### src/rtl/cp0_pkg.sv
// CP0 exception unit shared definitions: register numbers, field positions,
// exception codes, writable masks and field-packing helpers.
package cp0_pkg;

  // CP0 register numbers
  localparam logic [4:0] CP0_ADDR_SR    = 5'd12;
  localparam logic [4:0] CP0_ADDR_CAUSE = 5'd13;
  localparam logic [4:0] CP0_ADDR_EPC   = 5'd14;
  localparam logic [4:0] CP0_ADDR_PRID  = 5'd15;

  // Exception entry address; the pipeline-register flush PC must use this value
  localparam logic [31:0] CP0_HANDLER_PC = 32'h0000_4180;

  // SR field positions
  localparam int SR_IE_BIT  = 0;
  localparam int SR_EXL_BIT = 1;
  localparam int SR_IM_LO   = 10;
  localparam int SR_IM_HI   = 15;

  // Cause field positions
  localparam int CAUSE_EXC_LO = 2;
  localparam int CAUSE_EXC_HI = 6;
  localparam int CAUSE_IP_LO  = 10;
  localparam int CAUSE_IP_HI  = 15;
  localparam int CAUSE_BD_BIT = 31;

  // Exception codes
  localparam logic [4:0] EXC_INT  = 5'd0;
  localparam logic [4:0] EXC_ADEL = 5'd4;
  localparam logic [4:0] EXC_ADES = 5'd5;
  localparam logic [4:0] EXC_RI   = 5'd10;
  localparam logic [4:0] EXC_OV   = 5'd12;

  // Bits software may change through mtc0
  localparam logic [31:0] SR_WMASK  = 32'h0000_FC03;
  localparam logic [31:0] EPC_WMASK = 32'hFFFF_FFFF;

  // Assemble the architectural SR word from its fields
  function automatic logic [31:0] sr_pack(input logic [5:0] im, input logic exl,
                                          input logic ie);
    logic [31:0] w;
    w = 32'h0000_0000;
    w[SR_IM_HI:SR_IM_LO] = im;
    w[SR_EXL_BIT]        = exl;
    w[SR_IE_BIT]         = ie;
    return w;
  endfunction

  // Assemble the architectural Cause word from its fields
  function automatic logic [31:0] cause_pack(input logic bd, input logic [5:0] ip,
                                             input logic [4:0] exc);
    logic [31:0] w;
    w = 32'h0000_0000;
    w[CAUSE_BD_BIT]              = bd;
    w[CAUSE_IP_HI:CAUSE_IP_LO]   = ip;
    w[CAUSE_EXC_HI:CAUSE_EXC_LO] = exc;
    return w;
  endfunction

endpackage

### src/rtl/cp0_exc_arbiter.sv
// Combinational arbiter: decides whether an interrupt or an exception is taken
// this cycle and which ExcCode gets recorded. Interrupts beat exceptions.
module cp0_exc_arbiter
  import cp0_pkg::*;
(
  input  logic       i_en_rst_n,
  input  logic [5:0] i_hw_int,
  input  logic [5:0] i_im,
  input  logic       i_ie,
  input  logic       i_exl,
  input  logic [4:0] i_exc_code,
  output logic       o_int_req,
  output logic       o_exc_req,
  output logic       o_req,
  output logic [4:0] o_exc_code_sel
);

  // Request decode; everything is suppressed while held in reset or inside a handler
  always_comb begin
    o_int_req      = 1'b0;
    o_exc_req      = 1'b0;
    o_req          = 1'b0;
    o_exc_code_sel = EXC_INT;
    if (i_en_rst_n && !i_exl) begin
      o_int_req = (|(i_hw_int & i_im)) & i_ie;
      o_exc_req = (i_exc_code != 5'd0);
      o_req     = o_int_req | o_exc_req;
      if (o_int_req) begin
        o_exc_code_sel = EXC_INT;
      end else begin
        o_exc_code_sel = i_exc_code;
      end
    end else begin
      o_req = 1'b0;
    end
  end

endmodule

### src/rtl/cp0_exc_unit.sv
// Coprocessor-0 exception/interrupt unit. Holds SR/Cause/EPC/PRId, raises Req
// in the same cycle the M-stage bundle shows an exception or an enabled
// interrupt, serves mfc0/mtc0 and supplies the (bypassed) EPC for eret.
module cp0_exc_unit
  import cp0_pkg::*;
#(
  parameter logic [31:0] PRID_VALUE = 32'h2022_0C0C
)(
  input  logic        clk,
  input  logic        reset,
  input  logic        en,
  input  logic [4:0]  cp0Addr,
  input  logic [31:0] cp0WriteData,
  output logic [31:0] cp0ReadData,
  input  logic [31:0] pcIn,
  input  logic        delaySlotIn,
  input  logic [4:0]  excCodeIn,
  input  logic [5:0]  hwInt,
  input  logic        eretIn,
  output logic        Req,
  output logic [31:0] epcOut
);

  logic [5:0]  r_im;
  logic        r_exl;
  logic        r_ie;
  logic        r_bd;
  logic [5:0]  r_ip;
  logic [4:0]  r_exc_code;
  logic [31:0] r_epc;

  logic        w_int_req;
  logic        w_exc_req;
  logic        w_req;
  logic [4:0]  w_exc_code_sel;
  logic        w_wr_sr;
  logic        w_wr_epc;
  logic [31:0] w_sr_wdata;

  cp0_exc_arbiter u_arb (
    .i_en_rst_n     (reset),
    .i_hw_int       (hwInt),
    .i_im           (r_im),
    .i_ie           (r_ie),
    .i_exl          (r_exl),
    .i_exc_code     (excCodeIn),
    .o_int_req      (w_int_req),
    .o_exc_req      (w_exc_req),
    .o_req          (w_req),
    .o_exc_code_sel (w_exc_code_sel)
  );

  assign Req = w_req;

  // mtc0 write strobes; a write in a cycle that takes an exception is dropped
  always_comb begin
    w_wr_sr    = 1'b0;
    w_wr_epc   = 1'b0;
    w_sr_wdata = cp0WriteData & SR_WMASK;
    if (en && !w_req) begin
      w_wr_sr  = (cp0Addr == CP0_ADDR_SR);
      w_wr_epc = (cp0Addr == CP0_ADDR_EPC);
    end else begin
      w_wr_sr  = 1'b0;
      w_wr_epc = 1'b0;
    end
  end

  // CP0 state update: exception entry beats mtc0 and eret; IP samples hwInt every cycle
  always_ff @(posedge clk or negedge reset) begin
    if (!reset) begin
      r_im       <= 6'd0;
      r_exl      <= 1'b0;
      r_ie       <= 1'b0;
      r_bd       <= 1'b0;
      r_ip       <= 6'd0;
      r_exc_code <= 5'd0;
      r_epc      <= 32'h0000_0000;
    end else begin
      r_ip <= hwInt;
      if (w_req) begin
        r_exl      <= 1'b1;
        r_exc_code <= w_exc_code_sel;
        r_bd       <= delaySlotIn;
        r_epc      <= delaySlotIn ? (pcIn - 32'd4) : pcIn;
      end else begin
        if (w_wr_sr) begin
          r_im  <= w_sr_wdata[SR_IM_HI:SR_IM_LO];
          r_exl <= w_sr_wdata[SR_EXL_BIT];
          r_ie  <= w_sr_wdata[SR_IE_BIT];
        end else if (eretIn) begin
          r_exl <= 1'b0;
        end
        if (w_wr_epc) begin
          r_epc <= cp0WriteData & EPC_WMASK;
        end
      end
    end
  end

  // mfc0 read mux; unmapped numbers read zero
  always_comb begin
    cp0ReadData = 32'h0000_0000;
    case (cp0Addr)
      CP0_ADDR_SR:    cp0ReadData = sr_pack(r_im, r_exl, r_ie);
      CP0_ADDR_CAUSE: cp0ReadData = cause_pack(r_bd, r_ip, r_exc_code);
      CP0_ADDR_EPC:   cp0ReadData = r_epc;
      CP0_ADDR_PRID:  cp0ReadData = PRID_VALUE;
      default:        cp0ReadData = 32'h0000_0000;
    endcase
  end

  // eret target with bypass of an mtc0 EPC in the same slot
  always_comb begin
    epcOut = r_epc;
    if (w_wr_epc) begin
      epcOut = cp0WriteData;
    end else begin
      epcOut = r_epc;
    end
  end

endmodule

### config.mk
export PLATFORM = sky130hd
export DESIGN_NAME = cp0_exc_unit
export DESIGN_NICKNAME = d
export VERILOG_FILES = /design/src/rtl/cp0_pkg.sv /design/src/rtl/cp0_exc_arbiter.sv /design/src/rtl/cp0_exc_unit.sv
export SDC_FILE = /design/constraint.sdc
export NUM_CORES = 1
export LEC_CHECK = 0
export ABC_CLOCK_PERIOD_IN_PS = 4100
export CORE_UTILIZATION = 44
export CTS_CLUSTER_DIAMETER = 60
export DETAILED_ROUTE_END_ITERATION = 8
export PLACE_DENSITY = 0.81
export SYNTH_ARGS = -nofsm -noshare
export SYNTH_HDL_FRONTEND = slang
export SYNTH_SLANG_ARGS = --single-unit
### constraint.sdc
create_clock -name clk -period 4.1 [get_ports clk]
set_input_delay 1.025 -clock clk [delete_from_list [all_inputs] [get_ports clk]]
set_output_delay 1.025 -clock clk [all_outputs]
set_load 0.1 [all_outputs]
==> results.md <==
Synth:
- For this run, asynchronously set or reset flops after synthesis account for 100%.
- Among all flip-flop cells after synthesis, the most frequent one is sky130_fd_sc_hd__dfrtp_1.
- The number of warning messages in the yosys log is 0.
- In this run the cell area of the synthesized design comes to 0.00370 mm^2.
- Synthesis produced 400 cells.
- By count the netlist is led by sky130_fd_sc_hd__dfrtp_1, sky130_fd_sc_hd__mux2_2, sky130_fd_sc_hd__a21oi_1.
- The most instantiated library cell after synthesis is sky130_fd_sc_hd__dfrtp_1.
- The post-synthesis net count is 486.
- The synthesized design devotes to its leading area cell type 35.1% of total area.
- Averaged over all synthesized cells, the footprint is 9.26 um^2.
- The flip-flop and latch count after synthesis is 52.
- Yosys attributes the largest share of cell area to sky130_fd_sc_hd__dfrtp_1, sky130_fd_sc_hd__mux2_2, sky130_fd_sc_hd__a211oi_1, sky130_fd_sc_hd__nor2b_1, sky130_fd_sc_hd__a21oi_1.
- After synthesis, flip-flops and latches occupy 35.1% of the total area.
- The count of distinct cell types in the synthesized netlist is 49.
- The count of flip-flops with a built-in enable after synthesis is 0.
- The library cell occupying the most area in the post-synthesis netlist is sky130_fd_sc_hd__dfrtp_1.

Global route:
- Global routing used 30.4% of the available tracks.
- The first global-routing pass estimated 20.4 mm of wire.
- The total overflow left after global routing is 0.
- The number of global-route vias before repair is 3,951.
- The number of antenna violations at the first check in global routing was 0.
- Entering global routing, the biggest net connects 76 pins.

Timing:
- Setup repair after global routing left no endpoint under its margin.
- The count of final max-slew check failures is 0.
- In this run the tightest slew margin relative to its limit is 48.9%.
- Based on the critical path, the design can be clocked at up to 249 MHz.
- The slew at the pin closest to its max-slew limit is 0.767 ns.
- After layout, the worst path uses 98.1% of the clock period.
- The setup-violating endpoint count in the final report is 0.
- The final period demand of the worst path is 4.02 ns.
- The final hold violation count is 0.
- The setup clock skew after layout is 0.0133 ns.

Power and ir drop:
- The sequential group share of total power is 27.7%.
- The worst supply voltage drop on vdd is 0.332 mV.
- The overall power is 2.55 mW.
- Per report_power, the combinational group accounts for 60.2% of the total.
- The cell-internal power is 1.35 mW.
- In this run the power spent charging and discharging nets is 1.21 mW.
- The portion of total power attributed to the clock network is 12.1%.
- Summed over all cells, the static leakage comes to 2.49 nW.
- The power density over the cells is 406 mW/mm^2.
- The switching portion of total power is 47.3%.

Worst setup path:
- The worst endpoint required time is 3.07 ns.
- The largest fanout on the critical path is 7.
- STA classifies the critical path endpoint as an output port.
- The setup path with the least slack is of type in2out.
- The worst setup path is launched from an input pin.
- At the worst endpoint, the arrival time is 3.00 ns.

Outcome:
- The flow ran to the end, and the final reports show no timing, DRC or antenna violations.

Detailed routing:
- The mean number of vias per cell is 5.82.
- The number of antenna-violating nets in the routed design is 0.
- The detailed router placed 3,771 vias in this run.
- The wire length per cell is 20.1 um.
- The detailed-route wire length is 13.1 mm.
- The number of design-rule violations left by the first detailed-router iteration is 151.
- The first TritonRoute pass finished after 5 iterations.
- The total DRC errors in the routed layout is 0.

Clock tree:
- The number of buffers on the longest clock path is 2.
- The H-tree depth is 2.
- Clock tree synthesis selected as its root buffer the cell sky130_fd_sc_hd__clkbuf_8.
- TritonCTS built the clock tree.
- The clock insertion delay at the later pin of the skew report is 0.31 ns.
- The total number of clock tree sinks is 52.
- TritonCTS created 5 clock buffers.
- After clock tree synthesis, the clock-pin slew on the worst setup and hold paths is 0.11 ns.

Placement:
- After detailed placement, the design holds a cell count of 633.
- At the end of routability-driven placement, the weighted congestion stood at 0.879.
- The number of port buffers is 149.
- Detailed placement ended at an HPWL of 8.94 mm.

Layout:
- 0 antenna diodes ended up in the layout.
- The area of the multi-input gates is 0.00234 mm^2.
- In the final layout, the share of cells above drive strength 1 is 28.5%.
- The sequential cell area is 0.00130 mm^2.
- For this run, the post-layout net count is 628.
- At the end of the flow the core is filled with cells to 76.9%.
- The number of fill cells in the layout is 528.
- From synthesis to final layout, the design area changed by 69.8%.
- The finished layout holds 648 standard cells, fillers aside.

Hold path:
- The class of the tightest hold or removal check is reg2reg.

Floorplanning:
- Measured along the y axis, the die boundary spans 93.7 um.
- The die is 93.7 um wide.
- The die covers 0.00879 mm^2.
- The starting utilization of the core area is 45.3%.
- The I/O pin total is 150.
- The core region is 0.00818 mm^2.
- The number of rows in the core area is 33.

Job:
- Across the run, the number of max-cap violations was 0.
[layout make-up]
type	instances	share of cell area, %
repair buffers	168	37.9
clock inverters	3	0.358
multi-input cells	306	37.3
well taps	105	2.09
clock buffers	5	1.09
flip-flops and latches	52	20.7
inverters	9	0.537
[state kept, by name, summed over array words and instances (netlist names)]
name,flops
r_epc,32
r_im,6
r_ip,6
r_exc_code,5
r_bd,1
r_exl,1
r_ie,1
[cell families (layout without fill, tap and decap cells)]
group           count (synthesis)  count (layout)  share of synthesized area (%)
compound gates                 94              94                           15.8
fa+ha+maj                       1               1                          0.338
flops                          52              52                           35.1
xor+xnor                       25              25                           5.91
simple gates                  133             133                           22.0
mux                            53              53                           15.7
buf+inv                        42             185                           5.17
[cells in the final DEF, fill, tap and decap left out, types with 14 or more instances in the layout]
cell / instances
sky130_fd_sc_hd__and3_1: 16
sky130_fd_sc_hd__o21ai_0: 17
sky130_fd_sc_hd__xor2_1: 15
sky130_fd_sc_hd__dfrtp_1: 52
sky130_fd_sc_hd__mux2_4: 21
sky130_fd_sc_hd__nor2b_1: 23
sky130_fd_sc_hd__buf_12: 69
sky130_fd_sc_hd__nand3_1: 14
sky130_fd_sc_hd__mux2_2: 17
sky130_fd_sc_hd__a21oi_1: 28
sky130_fd_sc_hd__a211oi_1: 22
sky130_fd_sc_hd__clkdlybuf4s50_1: 73
sky130_fd_sc_hd__nand2_1: 16
[power by group through the flow]
| stage | clock network [mW] | registers [mW] | logic [mW] |
|---|---|---|---|
| after detailed placement | 0 | 0.707 | 1.50 |
| after CTS | 0.308 | 0.701 | 1.54 |
| after floorplan | 0 | 0.677 | 0.937 |
| after global placement | 0 | 0.701 | 1.48 |
| final | 0.308 | 0.707 | 1.54 |
| after global routing | 0.326 | 0.718 | 1.59 |
[stage by stage]
stage	hold WS, ns	setup WS [ns]	setup TNS (ns)	area, um^2
floorplan	0.481	-0.161	-0.161	3730
finish	0.524	0.0776	0	6290
detailed placement	0.496	-0.141	-3.56	5960
CTS	0.524	0.00980	0	6280
global placement	0.492	-0.103	-2.51	5960
global route	0.545	0.00455	0	6290
[worst max-delay path, stage by stage]
cell and delay (ns):
sky130_fd_sc_hd__dlygate4sd2_1 0.25, sky130_fd_sc_hd__or4_4 0.50, sky130_fd_sc_hd__nor2_4 0.13, sky130_fd_sc_hd__a21boi_4 0.08, sky130_fd_sc_hd__nor2b_4 0.13, sky130_fd_sc_hd__buf_12 0.13, sky130_fd_sc_hd__buf_12 0.11, sky130_fd_sc_hd__buf_16 0.14
sky130_fd_sc_hd__mux2_4 0.32, sky130_fd_sc_hd__buf_12 0.17
[layer usage]
metal / GRT usage (%) / wire, um
met1: 36.5 / 5240
met2: 55.2 / 6670
met3: 5.91 / 920
met4: 8.08 / 226
met5: 0 / 0
[final timing paths]
check	from	end	slack, ns	cells past startpoint
setup / recovery	excCodeIn[1]	epcOut[5]	0.08	10
min in group asynchronous	reset	r_epc[26]$_DFF_PN0_	0.89	2
hold reg to reg	r_bd$_DFFE_PN0N_	r_bd$_DFFE_PN0N_	0.52	1
hold / removal	r_bd$_DFFE_PN0N_	r_bd$_DFFE_PN0N_	0.52	1
max in group asynchronous	reset	r_exl$_DFFE_PN0P_	2.75	2
setup reg to reg	r_im[0]$_DFFE_PN0P_	r_im[2]$_DFFE_PN0P_	1.68	6
[timing repair]
action,CTS,global route
cloned,3,0
buffers inserted,4,0
endpoints found under the setup margin,32,21
pin swaps,7,5
hold buffers,0,0
gates resized for setup,36,3
(Power assumes the default switching activity.)
